$ cat config.mk
export PLATFORM = sky130hd
export DESIGN_NAME = io_uart_baud_gen
export DESIGN_NICKNAME = d
export VERILOG_FILES = /design/src/rtl/io_uart_baud_gen.sv
export SDC_FILE = /design/constraint.sdc
export NUM_CORES = 1
export LEC_CHECK = 0
export ABC_CLOCK_PERIOD_IN_PS = 9300
export BUFFER_PORTS_ARGS = -buffer_cell sky130_fd_sc_hd__buf_2
export CAP_MARGIN = 20
export CORE_MARGIN = 5
export CORE_UTILIZATION = 30
export CTS_BUF_LIST = sky130_fd_sc_hd__clkbuf_8 sky130_fd_sc_hd__clkbuf_16
export DETAILED_ROUTE_END_ITERATION = 7
export PLACE_DENSITY = 0.49
export SYNTH_ARGS = -nofsm -noshare
export SYNTH_HDL_FRONTEND = slang
export SYNTH_SLANG_ARGS = --single-unit
$ cat constraint.sdc
create_clock -name CLK -period 9.3 [get_ports CLK]
set_input_delay 0.93 -clock CLK [delete_from_list [all_inputs] [get_ports CLK]]
set_output_delay 0.93 -clock CLK [all_outputs]
set_load 0.01 [all_outputs]
$ cat src/rtl/io_uart_baud_gen.sv
`timescale 1ns/1ps
`default_nettype none
// ============================================================================
//  Module      : io_uart_baud_gen
//  Description : 16x-baud clock generator for the console UART XTR input.
//                The panel switch is synchronised and debounced, and a new
//                rate is applied only at a period boundary.
//  Revision    : 1.0 - initial release
// ============================================================================
module io_uart_baud_gen #(
    parameter int unsigned CLK_HZ        = 39_321_600,
    parameter int unsigned STABLE_CYCLES = 1024,
    parameter logic [3:0]  RESET_SEL     = 4'd14
) (
    input  logic       CLK,
    input  logic       RESET_n,
    input  logic       ENABLE,
    input  logic [3:0] BAUD_RATE_SWITCH,
    output logic       XTR,
    output logic       XTR_TICK,
    output logic [3:0] BAUD_SEL,
    output logic       RATE_CHG
);

    localparam int unsigned          STAB_W   = $clog2(STABLE_CYCLES);
    localparam logic [STAB_W-1:0]    STAB_MAX = STAB_W'(STABLE_CYCLES - 1);

    // Baud rates held as 2x integers so that 134.5 baud stays exact.
    function automatic int unsigned baud_x2(input logic [3:0] sel);
        case (sel)
            4'd0:    return 100;
            4'd1:    return 150;
            4'd2:    return 220;
            4'd3:    return 269;
            4'd4:    return 300;
            4'd5:    return 600;
            4'd6:    return 1200;
            4'd7:    return 2400;
            4'd8:    return 3600;
            4'd9:    return 4000;
            4'd10:   return 4800;
            4'd11:   return 7200;
            4'd12:   return 9600;
            4'd13:   return 14400;
            4'd14:   return 19200;
            default: return 38400;
        endcase
    endfunction

    function automatic int unsigned div_calc(input logic [3:0] sel);
        int unsigned b2;
        b2 = baud_x2(sel);
        return (CLK_HZ / 8 + b2 / 2) / b2;
    endfunction

    logic [15:0] div_tab [16];

    for (genvar gi = 0; gi < 16; gi++) begin : g_div
        localparam int unsigned DIV_VAL = div_calc(4'(gi));
        if (DIV_VAL < 2 || DIV_VAL > 65535) begin : g_bad_div
            $error("io_uart_baud_gen: divisor for selection %0d out of range", gi);
        end
        assign div_tab[gi] = DIV_VAL[15:0];
    end

    if (STABLE_CYCLES < 2) begin : g_bad_stable
        $error("io_uart_baud_gen: STABLE_CYCLES must be at least 2");
    end

    logic [15:0]       cnt_q,   cnt_d;
    logic              xtr_q,   xtr_d;
    logic              tick_q,  tick_d;
    logic              rchg_q,  rchg_d;
    logic [3:0]        sel_q,   sel_d;
    logic [3:0]        sync1_q, sync2_q;
    logic [STAB_W-1:0] stab_q,  stab_d;
    logic [3:0]        cand_q,  cand_d;

    logic [15:0] div_cur;
    logic [15:0] div_next;
    logic [16:0] div_next_p1;
    logic        wrap;
    logic        apply;
    logic        sync_restart;

    // Divider: a rate change lands either on a wrap or, while held, at once.
    always_comb begin
        div_cur     = div_tab[sel_q];
        wrap        = ENABLE && (cnt_q == div_cur - 16'd1);
        apply       = (cand_q != sel_q) && (wrap || !ENABLE);
        sel_d       = apply ? cand_q : sel_q;
        div_next    = div_tab[sel_d];
        div_next_p1 = {1'b0, div_next} + 17'd1;

        if (apply) begin
            cnt_d = 16'd0;
        end else if (ENABLE) begin
            cnt_d = wrap ? 16'd0 : cnt_q + 16'd1;
        end else begin
            cnt_d = cnt_q;
        end

        if (ENABLE) begin
            xtr_d = (cnt_d < div_next_p1[16:1]);
        end else if (apply) begin
            xtr_d = 1'b1;
        end else begin
            xtr_d = xtr_q;
        end

        tick_d = ENABLE && (cnt_d == 16'd0);
        rchg_d = apply;
    end

    // A pending change of the synchroniser output restarts the stability count
    // on the same edge that the new value reaches sync2_q.
    always_comb begin
        sync_restart = (sync1_q != sync2_q);
        if (sync_restart) begin
            stab_d = '0;
        end else if (stab_q == STAB_MAX) begin
            stab_d = stab_q;
        end else begin
            stab_d = stab_q + 1'b1;
        end
        cand_d = (!sync_restart && stab_d == STAB_MAX) ? sync2_q : cand_q;
    end

    always_ff @(posedge CLK or negedge RESET_n) begin
        if (!RESET_n) begin
            cnt_q   <= 16'd0;
            xtr_q   <= 1'b1;
            tick_q  <= 1'b0;
            rchg_q  <= 1'b0;
            sel_q   <= RESET_SEL;
            sync1_q <= 4'd0;
            sync2_q <= 4'd0;
            stab_q  <= '0;
            cand_q  <= RESET_SEL;
        end else begin
            cnt_q   <= cnt_d;
            xtr_q   <= xtr_d;
            tick_q  <= tick_d;
            rchg_q  <= rchg_d;
            sel_q   <= sel_d;
            sync1_q <= BAUD_RATE_SWITCH;
            sync2_q <= sync1_q;
            stab_q  <= stab_d;
            cand_q  <= cand_d;
        end
    end

    assign XTR      = xtr_q;
    assign XTR_TICK = tick_q;
    assign BAUD_SEL = sel_q;
    assign RATE_CHG = rchg_q;

endmodule
`default_nettype wire

* Word level (Yosys, flattened, before mapping)
Memories as Yosys holds them, arrays and structs flattened. Cells that the tools add are included.
Storage, ports and cells: bits in registers 45, bits in read-only memories 512, output and inout port bits 7, memories 2
Memory list:
- (name not given) | depth 16, bits a word 16, read ports 1, clocked after memory_dff 0, wr ports 0, RTL line 92 | div_next = div_tab[sel_d];
- (name not given) | depth 16, bits a word 16, read ports 1, clocked after memory_dff 0, wr ports 0, RTL line 88 | div_cur = div_tab[sel_q];
Operators by class: $add $sub $neg 4, $lt $le $gt $ge 3, equality and inequality tests 5, multiplexer cells 12, bitwise operators 2, reductions and logical operators 9
Operators by type and width (count):
- $mux W16 | 7
- $eq A10 B10 Y1 const B | 2
- $mux W10 | 2
- $add A16 B1 Y17 const B | 1
- $add A16 B1 Y16 const B | 1
- $eq A16 B16 Y1 | 1
- $logic_not A16 Y1 | 1
- $lt A16 B16 Y1 | 1
- $sub A16 B1 Y16 const B | 1
- $add A10 B1 Y10 const B | 1
- $ge A5 B5 Y1 const B | 2
- $not A4 Y5 | 2
- $ne A4 B4 Y1 | 2
- $logic_and A1 B1 Y1 | 4
- $mux W4 | 1
- $logic_not A1 Y1 | 2
- $mux W1 | 2
- $reduce_bool A2 Y1 | 1
- $logic_or A1 B1 Y1 | 1

* Logic depth before layout (Yosys ltp)
Gate-level depths: netlist of run 1.
depth after elaboration 17, mapped depth 33, mapped depth without buffers 30

* Worst setup path after synthesis of run 1
OpenSTA, ideal clock, no wires.
path kind register to register, start point register sel_q[1], in the netlist BAUD_SEL[1], end point register xtr_q, in the netlist XTR, setup time 0.090 ns, arrival 6.704 ns, slack 2.506 ns, stages on the path, launching flop included 31, path buffers 2, clock period less this slack 6.794 ns, cells stage by stage dfstp_2 buf_2 inv_1 ha_1 o211ai_1 ha_1 o21ai_0 nor4_4 nand2_1 o21a_1 or4_4 o31ai_4 buf_6 mux2i_1 ha_1 nand2_1 or4_1 and3_1 a21oi_1 ha_1 and3_1 nand3_1 xor2_1 ha_1 a21o_1 a21o_1 a21oi_1 nor2_1 a2111oi_0 nor2_1 a311oi_2
On the way: word-level cells in the longest chain between the ends 17, elaborated cells on any way between the ends 22
Ends and longest elaborated chain:
- from (decl) | RTL line 74 | logic [3:0] sel_q, sel_d;
- from (signal assigned) | RTL line 145 | sel_q <= sel_d;
- $not A4 Y5 (not written as such) | RTL line 88
- $mem_v2 Z16 W16
- $mux W16 (not written as such) (2 in series) | RTL line 88
- $sub A16 B1 Y16 | RTL line 89 | wrap = ENABLE && (cnt_q == div_cur - 16'd1);
- $eq A16 B16 Y1 | RTL line 89
- $logic_and A1 B1 Y1 | RTL line 89
- $logic_or A1 B1 Y1 | RTL line 90 | apply = (cand_q != sel_q) && (wrap || !ENABLE);
- $logic_and A1 B1 Y1 | RTL line 90
- $mux W4 | RTL line 91 | sel_d = apply ? cand_q : sel_q;
- $not A4 Y5 (not written as such) | RTL line 92
- $mem_v2 Z16 W16
- $mux W16 (not written as such) (2 in series) | RTL line 92
- $add A16 B1 Y17 | RTL line 93 | div_next_p1 = {1'b0, div_next} + 17'd1;
- $lt A16 B16 Y1 | RTL line 104 | xtr_d = (cnt_d < div_next_p1[16:1]);
- $mux W1 | RTL line 103 | if (ENABLE) begin
- to (signal assigned) | RTL line 142 | xtr_q <= xtr_d;
- to (decl) | RTL line 71 | logic xtr_q, xtr_d;
Parallel ways exist; a longest one is shown, timed or not. The select of a mux whose other input is x is not followed. A chain may end at the register's enable or synchronous reset.

* Worst setup path in the final report of run 1
Same ends and word-level chain as after synthesis.

==> flow_summary.json, run 1 <==
{
  "async_reset_ff_share_pct": 100,
  "rr_startpoint": "BAUD_SEL[1]",
  "detailroute.via_count": 3475,
  "rows": 43,
  "met2RoutedLength_mm": 5.28,
  "initial_util_pct": 30.3,
  "synth-edff-count": 0,
  "first_global_vias": 3400,
  "clk-insertion-delay-late_ns": 0.29,
  "total_die_area_mm2": 0.0163,
  "post_synth_inst_count": 484,
  "antenna_violations_before_repair": 0,
  "finalSetupTns_ns": 0,
  "fp.coreArea_mm2": 0.0137,
  "post-cts-setup-buffers": 0,
  "rsz_0062_raised_after_global_routing": "false",
  "cts_htree_levels": 2,
  "drc": 0,
  "worstPathMaxFanout": 20,
  "tritoncts.num_buffers": 5,
  "wl_mm": 10.6,
  "cp-start-kind": "flop",
  "ant_nets": 0,
  "port_buffers": 13,
  "most_common_cell_in_the_netlist": "nor2_1",
  "worst_stage_delay_on_the_critical_path_ns": 0.74,
  "worstHoldPathType": "reg -> reg",
  "wl_met3_um": 266,
  "final_stage_net_count": 519,
  "setup-violations-final": 0,
  "worst_ir_drop_vdd_v": 0.0000719,
  "critical_path_arrival_ns": 7.94,
  "ctsRootBufferMaster": "clkbuf_16",
  "routed_via_density": 5.26,
  "syn2layout_area_growth_pct": 7.72,
  "clk_transition_reported_paths_ns": 0.07,
  "globalplace.congestion": 0.905,
  "actual_slew_at_the_worst_max_slew_pin_ns": 0.769,
  "cts.sink_count": 45,
  "synth_area_leaders": "dfrtp_1, ha_1, xnor2_1",
  "synth_area_leader_cell": "dfrtp_1",
  "mappedNetlistArea_mm2": 0.00416,
  "synthesis.yosys.warnings": 0,
  "path_delay_family": "compound AO/OA/AOI/OAI gates",
  "worstPathBufferInverterCount": 1,
  "chipHeight_um": 128,
  "min-delay-start": "sync1_q[0]",
  "layout_worst_path_cycle_share_pct": 83.2,
  "synth_cell_type_count": 74,
  "grt_pass1_wl_mm": 17.3,
  "critPathMostFrequentCell": "ha_1",
  "power-per-cell-area_mw_per_mm2": 104,
  "wl_met1_mm": 4.88,
  "crit_path_end_kind": "flop",
  "syn-num-nets": 523,
  "worst_ep_required_time_ns": 9.50,
  "max-clock-path-buffers": 2,
  "relSlewSlack_pct": 48.7,
  "synth_seq_area_share_pct": 27.3,
  "total_power_mw": 0.466,
  "global_route.overflow_total": 0,
  "detail_route.first_pass.iterations": 5,
  "routed_wire_length_per_instance_um": 16.1,
  "insertedDiodeCount": 0,
  "critPathSlowestCell": "dfstp_2",
  "share_of_layout_cells_above_drive_strength_1_pct": 12.5,
  "synth-seq-cells": 45,
  "syn_avg_cell_area_um2": 8.60,
  "drtIter0Drc": 254,
  "cts_tree": "built",
  "hold_violations": 0,
  "total_leakage_power_nw": 1.91,
  "achievable-frequency_ghz": 0.129,
  "synth_top_cell_area_share_pct": 22.8,
  "outcome": "completed",
  "drv.max_cap_violation_count": 0,
  "ys_dominant_reg_cell": "dfrtp_1",
  "cts_hold_buf": 0,
  "timing_max_transition_violations_final": 0,
  "cts-resized-gates": 0,
  "top_layer": "met4",
  "nFillCells": 1424,
  "detailedPlacementHpwl_mm": 8.35,
  "die_width_um": 128,
  "min_period_ns": 7.74,
  "crit_start": "BAUD_SEL[1]",
  "ios": 14,
  "fin_skew_ns": 0.00629,
  "pin_count_of_the_biggest_net_entering_global_routing": 46,
  "critical_path_class": "reg -> reg",
  "grt_use_total_pct": 13.2,
  "synth_common_cells": "nor2_1, dfrtp_1, xnor2_1"
}
registers in the layout (all words and copies together), names as in the netlist:
register	cells
cnt_q	16
stab_q	10
BAUD_SEL	4
cand_q	4
sync1_q	4
sync2_q	4
RATE_CHG	1
XTR	1
XTR_TICK	1
final cells by class:
type                       instances  area, µm²  area share, %
clock inverter                     3       25.0          0.558
tap                              180        225           5.02
clock buffer                       5        125           2.79
inverter                          18       67.6           1.51
sequential                        45       1130           25.3
multi-input combinational        394       2810           62.6
timing repair buffer              16        100           2.23
cell families (layout without fill, tap and decap cells):
| group | Yosys count | after routing | share of synthesized area, % |
|---|---|---|---|
| and+or+nand+nor | 196 | 196 | 24.8 |
| xor gates and xnor gates | 55 | 55 | 11.6 |
| buffers and inverters | 45 | 42 | 5.32 |
| AOI/OAI and AO/OA | 92 | 92 | 16.4 |
| DFF | 45 | 45 | 27.3 |
| adders and majority gates | 33 | 33 | 9.86 |
| other | 1 | 1 | 0.0901 |
| muxes | 17 | 17 | 4.66 |
metal layers:
layer | GRT usage, % | up-vias
li1 | - | 1745
met1 | 16.7 | 1674
met2 | 23.2 | 43
met3 | 2.17 | 13
met4 | 3.75 | 0
met5 | 0 | -
power breakdown:
part / switching, mW / internal (mW) / leakage (nW)
sequential: 0.0148 / 0.204 / 0.580
combinational: 0.0353 / 0.0287 / 1.26
clock: 0.0823 / 0.101 / 0.0704
total: 0.132 / 0.334 / 1.91
worst register-to-register path: cells and delay by family, from the launching register on:
family	cells	cell delay (ns)
compound gates	10	2.46
xor+xnor	1	0.20
fa+ha+maj	5	1.42
buf+inv	1	0.16
flops	1	0.74
mux	1	0.51
simple gates	10	2.16
path summary, 6_finish.rpt:
path	endpoint	slack, ns	depth (start not counted)
worst min register to register	sync2_q[0]	0.39	0
worst max register to register	XTR	1.56	28
worst max-delay path	XTR	1.56	28
worst min-delay path	sync2_q[0]	0.39	0
min in group asynchronous	sync1_q[1]	0.51	1
max in group asynchronous	XTR	8.24	2
per-stage QoR:
stage / instance area (µm²) / util, % / worst slack (ns) / hold slack (ns) / cells
after detailed placement: 4310 / 31.4 / 1.62 / 0.382 / 652
after global placement: 4310 / 31.4 / 1.78 / 0.384 / 652
final: 4480 / 32.7 / 1.56 / 0.393 / 661
after floorplan: 4160 / - / 2.51 / 0.373 / 484
after global routing: 4480 / 32.7 / 1.01 / 0.404 / 661
after CTS: 4460 / 32.5 / 1.56 / 0.398 / 660
layout by cell type (no fill, tap or decap), types with 3 or more instances in the layout:
| cell | Yosys | routed |
|---|---|---|
| nor2_1 | 51 | 51 |
| dfrtp_1 | 38 | 38 |
| xnor2_1 | 37 | 37 |
| nand2_1 | 34 | 34 |
| ha_1 | 32 | 32 |
| nand3_1 | 22 | 22 |
| xor2_1 | 18 | 18 |
| o21ai_0 | 17 | 17 |
| nor3_1 | 17 | 17 |
| nand4_1 | 17 | 17 |
| a21oi_1 | 16 | 16 |
| inv_1 | 15 | 15 |
| buf_2 | 5 | 13 |
| a21o_1 | 11 | 11 |
| mux2_2 | 9 | 9 |
| dfstp_2 | 7 | 7 |
| mux2i_1 | 7 | 7 |
| and3_1 | 7 | 7 |
| nand2b_1 | 6 | 6 |
| o211ai_1 | 5 | 5 |
| nand3b_1 | 5 | 5 |
| or3_1 | 5 | 5 |
| a31oi_1 | 5 | 5 |
| clkbuf_16 | 0 | 5 |
| o21a_1 | 4 | 4 |
| nor2b_1 | 4 | 4 |
| o221ai_1 | 4 | 4 |
| inv_2 | 3 | 3 |
| nor3b_1 | 3 | 3 |
| and2_1 | 3 | 3 |
| or4_1 | 3 | 3 |
| or2_2 | 3 | 3 |
| o41ai_1 | 3 | 3 |
(Power assumes the default switching activity.)
==> inputs of run 2 (changes only) <==
- ABC_AREA: default -> 1
- ABC_CLOCK_PERIOD_IN_PS: 9300 -> 7900
- PLACE_DENSITY: 0.49 -> 0.5
- clock period: 9.3 -> 7.9 ns (I/O delays scaled with it)
==> run 2 against run 1 <==
Effect of this change: first-iteration DRC count down 24%; routed wire length is 9.2% lower; maximum frequency rose by 50%; global-route usage shrank 0.37 points; worst setup slack improved by 1.2 ns; clock skew is 0.00077 ns lower; final area shrank 2.9%; sequential power is 24% higher; synthesized cell count is 14% higher; cell count grew 12%; combinational power rose to 2.9 times the previous value; critical path type unchanged; critical endpoint unchanged.
==> flow_summary.json, run 2 <==
{
  "ant_nets": 0,
  "cts.sink_count": 45,
  "layout_top_registers": "cnt_q x16, stab_q x10",
  "detail_route.first_pass.iterations": 4,
  "pin_count_of_the_biggest_net_entering_global_routing": 46,
  "synth_top_cell_area_share_pct": 24.1,
  "post_synth_inst_count": 552,
  "ctsRootBufferMaster": "clkbuf_16",
  "die_width_um": 125,
  "total_die_area_mm2": 0.0156,
  "critPathMostFrequentCell": "nand2_1",
  "cts-resized-gates": 0,
  "nFillCells": 1397,
  "detailedPlacementHpwl_mm": 7.87,
  "r2r_end": "XTR",
  "cts_tree": "built",
  "synth-edff-count": 0,
  "critPathSlowestCell": "dfstp_2",
  "actual_slew_at_the_worst_max_slew_pin_ns": 0.876,
  "antenna_violations_before_repair": 0,
  "crit_path_end_kind": "flop",
  "timing_max_transition_violations_final": 0,
  "relSlewSlack_pct": 41.0,
  "rows": 42,
  "setup-violations-final": 0,
  "clk-insertion-delay-late_ns": 0.29,
  "p_int_mw": 0.424,
  "first_global_vias": 3387,
  "cp-start-kind": "flop",
  "initial_util_pct": 30.2,
  "synthesis.yosys.warnings": 0,
  "grt_pass1_wl_mm": 16.6,
  "achievable-frequency_ghz": 0.194,
  "switchingPower_mw": 0.246,
  "worst_stage_delay_on_the_critical_path_ns": 0.68,
  "insertedDiodeCount": 0,
  "switching_share_pct": 36.7,
  "cts_htree_levels": 2,
  "clk_transition_reported_paths_ns": 0.07,
  "grt_use_total_pct": 12.8,
  "synth_cell_type_count": 39,
  "critical_path_class": "reg -> reg",
  "globalplace.congestion": 0.879,
  "async_reset_ff_share_pct": 100,
  "total_power_mw": 0.670,
  "hold_violations": 0,
  "share_of_layout_cells_above_drive_strength_1_pct": 14.5,
  "ios": 14,
  "largest_register_ffs": 16,
  "global_route.overflow_total": 0,
  "rsz_0062_raised_after_global_routing": "false",
  "drv.max_cap_violation_count": 0,
  "worstHoldPathType": "in -> async",
  "layout_worst_path_cycle_share_pct": 65.2,
  "most_common_cell_after_layout_fill_and_taps_aside": "nand2_1",
  "detailroute.via_count": 3450,
  "worst_ir_drop_vdd_v": 0.0000912,
  "clockPowerShare_pct": 32.0,
  "post-cts-setup-buffers": 0,
  "syn-num-nets": 591,
  "worstPathMaxFanout": 12,
  "synth_seq_area_share_pct": 28.7,
  "port_buffers": 13,
  "routed_via_density": 4.64,
  "finalSetupTns_ns": 0,
  "regMostFlops": "cnt_q",
  "rr_startpoint": "BAUD_SEL[1]",
  "pwr-share-seq_pct": 40.7,
  "max-clock-path-buffers": 2,
  "chipHeight_um": 125,
  "outcome": "completed",
  "drtIter0Drc": 193,
  "layout.area.seq_mm2": 0.00113,
  "critical_path_arrival_ns": 5.39,
  "p_comb_share_pct": 27.3,
  "syn2layout_area_growth_pct": 10.1,
  "synth_area_leader_cell": "dfrtp_1",
  "mappedNetlistArea_mm2": 0.00395,
  "synth_common_cells": "nand2_1, inv_1, nand3_1",
  "worst_ep_required_time_ns": 8.14,
  "fin_skew_ns": 0.00552,
  "syn_avg_cell_area_um2": 7.16,
  "cts_hold_buf": 0,
  "power-per-cell-area_mw_per_mm2": 154,
  "multi_input_logic_area_mm2": 0.00247,
  "most_common_cell_in_the_netlist": "nand2_1",
  "ys_dominant_reg_cell": "dfrtp_1",
  "rrSetupSlack_ns": 2.75,
  "synth_area_leaders": "dfrtp_1, nand2_1, ha_1",
  "mostFrequentLayoutCells": "nand2_1, inv_1, nand3_1, nor2_1, dfrtp_1",
  "total_leakage_power_nw": 2.30,
  "final_stage_net_count": 605,
  "tritoncts.num_buffers": 5,
  "synth-seq-cells": 45,
  "wl_mm": 9.64,
  "min_period_ns": 5.15,
  "drc": 0,
  "fp.coreArea_mm2": 0.0131,
  "worstRegToRegCells": 34,
  "routed_wire_length_per_instance_um": 13.0
}
==> run 2: cell count changes in the layout (fill, tap and decap cells not counted), moves of 8 or more <==
cell / change
xnor2_1: -33
xor2_1: +15
nand2_1: +121
a21o_1: -11
o21ai_0: -10
nand3_1: +28
nand2_2: +10
inv_1: +56
nand3_2: +8
nor3_1: -9
nor2_2: +9
==> run 2: stage by stage <==
step / area [µm²] / setup slack (ns) / instances / util, % / hold slack [ns]
after floorplan: 3950 / 3.36 / 552 / - / 0.372
after global placement: 4180 / 2.95 / 734 / 32.0 / 0.380
after detailed placement: 4180 / 2.79 / 734 / 32.0 / 0.379
after CTS: 4330 / 2.75 / 742 / 33.1 / 0.396
after global routing: 4350 / 2.17 / 743 / 33.3 / 0.315
final: 4350 / 2.75 / 743 / 33.3 / 0.312
==> run 2: cells by family after synthesis <==
kind of cell / after synthesis / share of synthesized area [%]
buffers and inverters: 86 / 8.92
AO/OA/AOI/OAI: 30 / 4.43
other: 1 / 0.0948
flip-flops: 45 / 28.7
AND/OR/NAND/NOR: 317 / 38.4
XOR/XNOR: 37 / 8.20
multiplexers: 4 / 1.14
adder cells (fa/ha/maj): 32 / 10.1
==> run 2: power by group through the flow <==
stage | clock network, mW | logic [mW] | registers (mW)
2_1_floorplan | 0 | 0.152 | 0.268
3_3_place_gp | 0 | 0.183 | 0.277
3_5_place_dp | 0 | 0.183 | 0.277
4_1_cts | 0.223 | 0.184 | 0.272
5_1_grt | 0.233 | 0.207 | 0.276
6_report | 0.214 | 0.183 | 0.272
==> run 2: worst max path at each step <==
| stage | from | to | cells past startpoint |
|---|---|---|---|
| 3_3_place_gp | BAUD_SEL[1] | XTR | 33 |
| 5_1_grt | BAUD_SEL[1] | XTR | 34 |
| 2_1_floorplan | BAUD_SEL[1] | XTR | 33 |
| 3_5_place_dp | BAUD_SEL[1] | XTR | 34 |
| 6_report | BAUD_SEL[1] | XTR | 34 |
| 4_1_cts | BAUD_SEL[1] | XTR | 34 |
==> run 2: metal layers <==
metal / track usage (%) / vias up / wire (µm)
li1: - / 1800 / -
met3: 1.59 / 20 / 237
met1: 16.8 / 1587 / 4640
met2: 21.5 / 43 / 4490
met4: 5.22 / 0 / 267
met5: 0 / - / 0
==> run 2: worst max-delay path: cells and delay by family (launching register included) <==
family,cells,cell delay (ns)
AOI/OAI and AO/OA,3,0.41
adders and majority gates,5,1.11
buffers and inverters,4,0.46
DFF,1,0.68
and+or+nand+nor,22,2.45
==> run 2: cell type report <==
type | instances | share of cell area, %
Inverter | 79 | 6.84
Sequential cell | 45 | 26.1
Timing Repair Buffer | 14 | 1.95
Clock inverter | 3 | 0.575
Multi-Input combinational cell | 421 | 56.6
Tap cell | 176 | 5.06
Clock buffer | 5 | 2.87
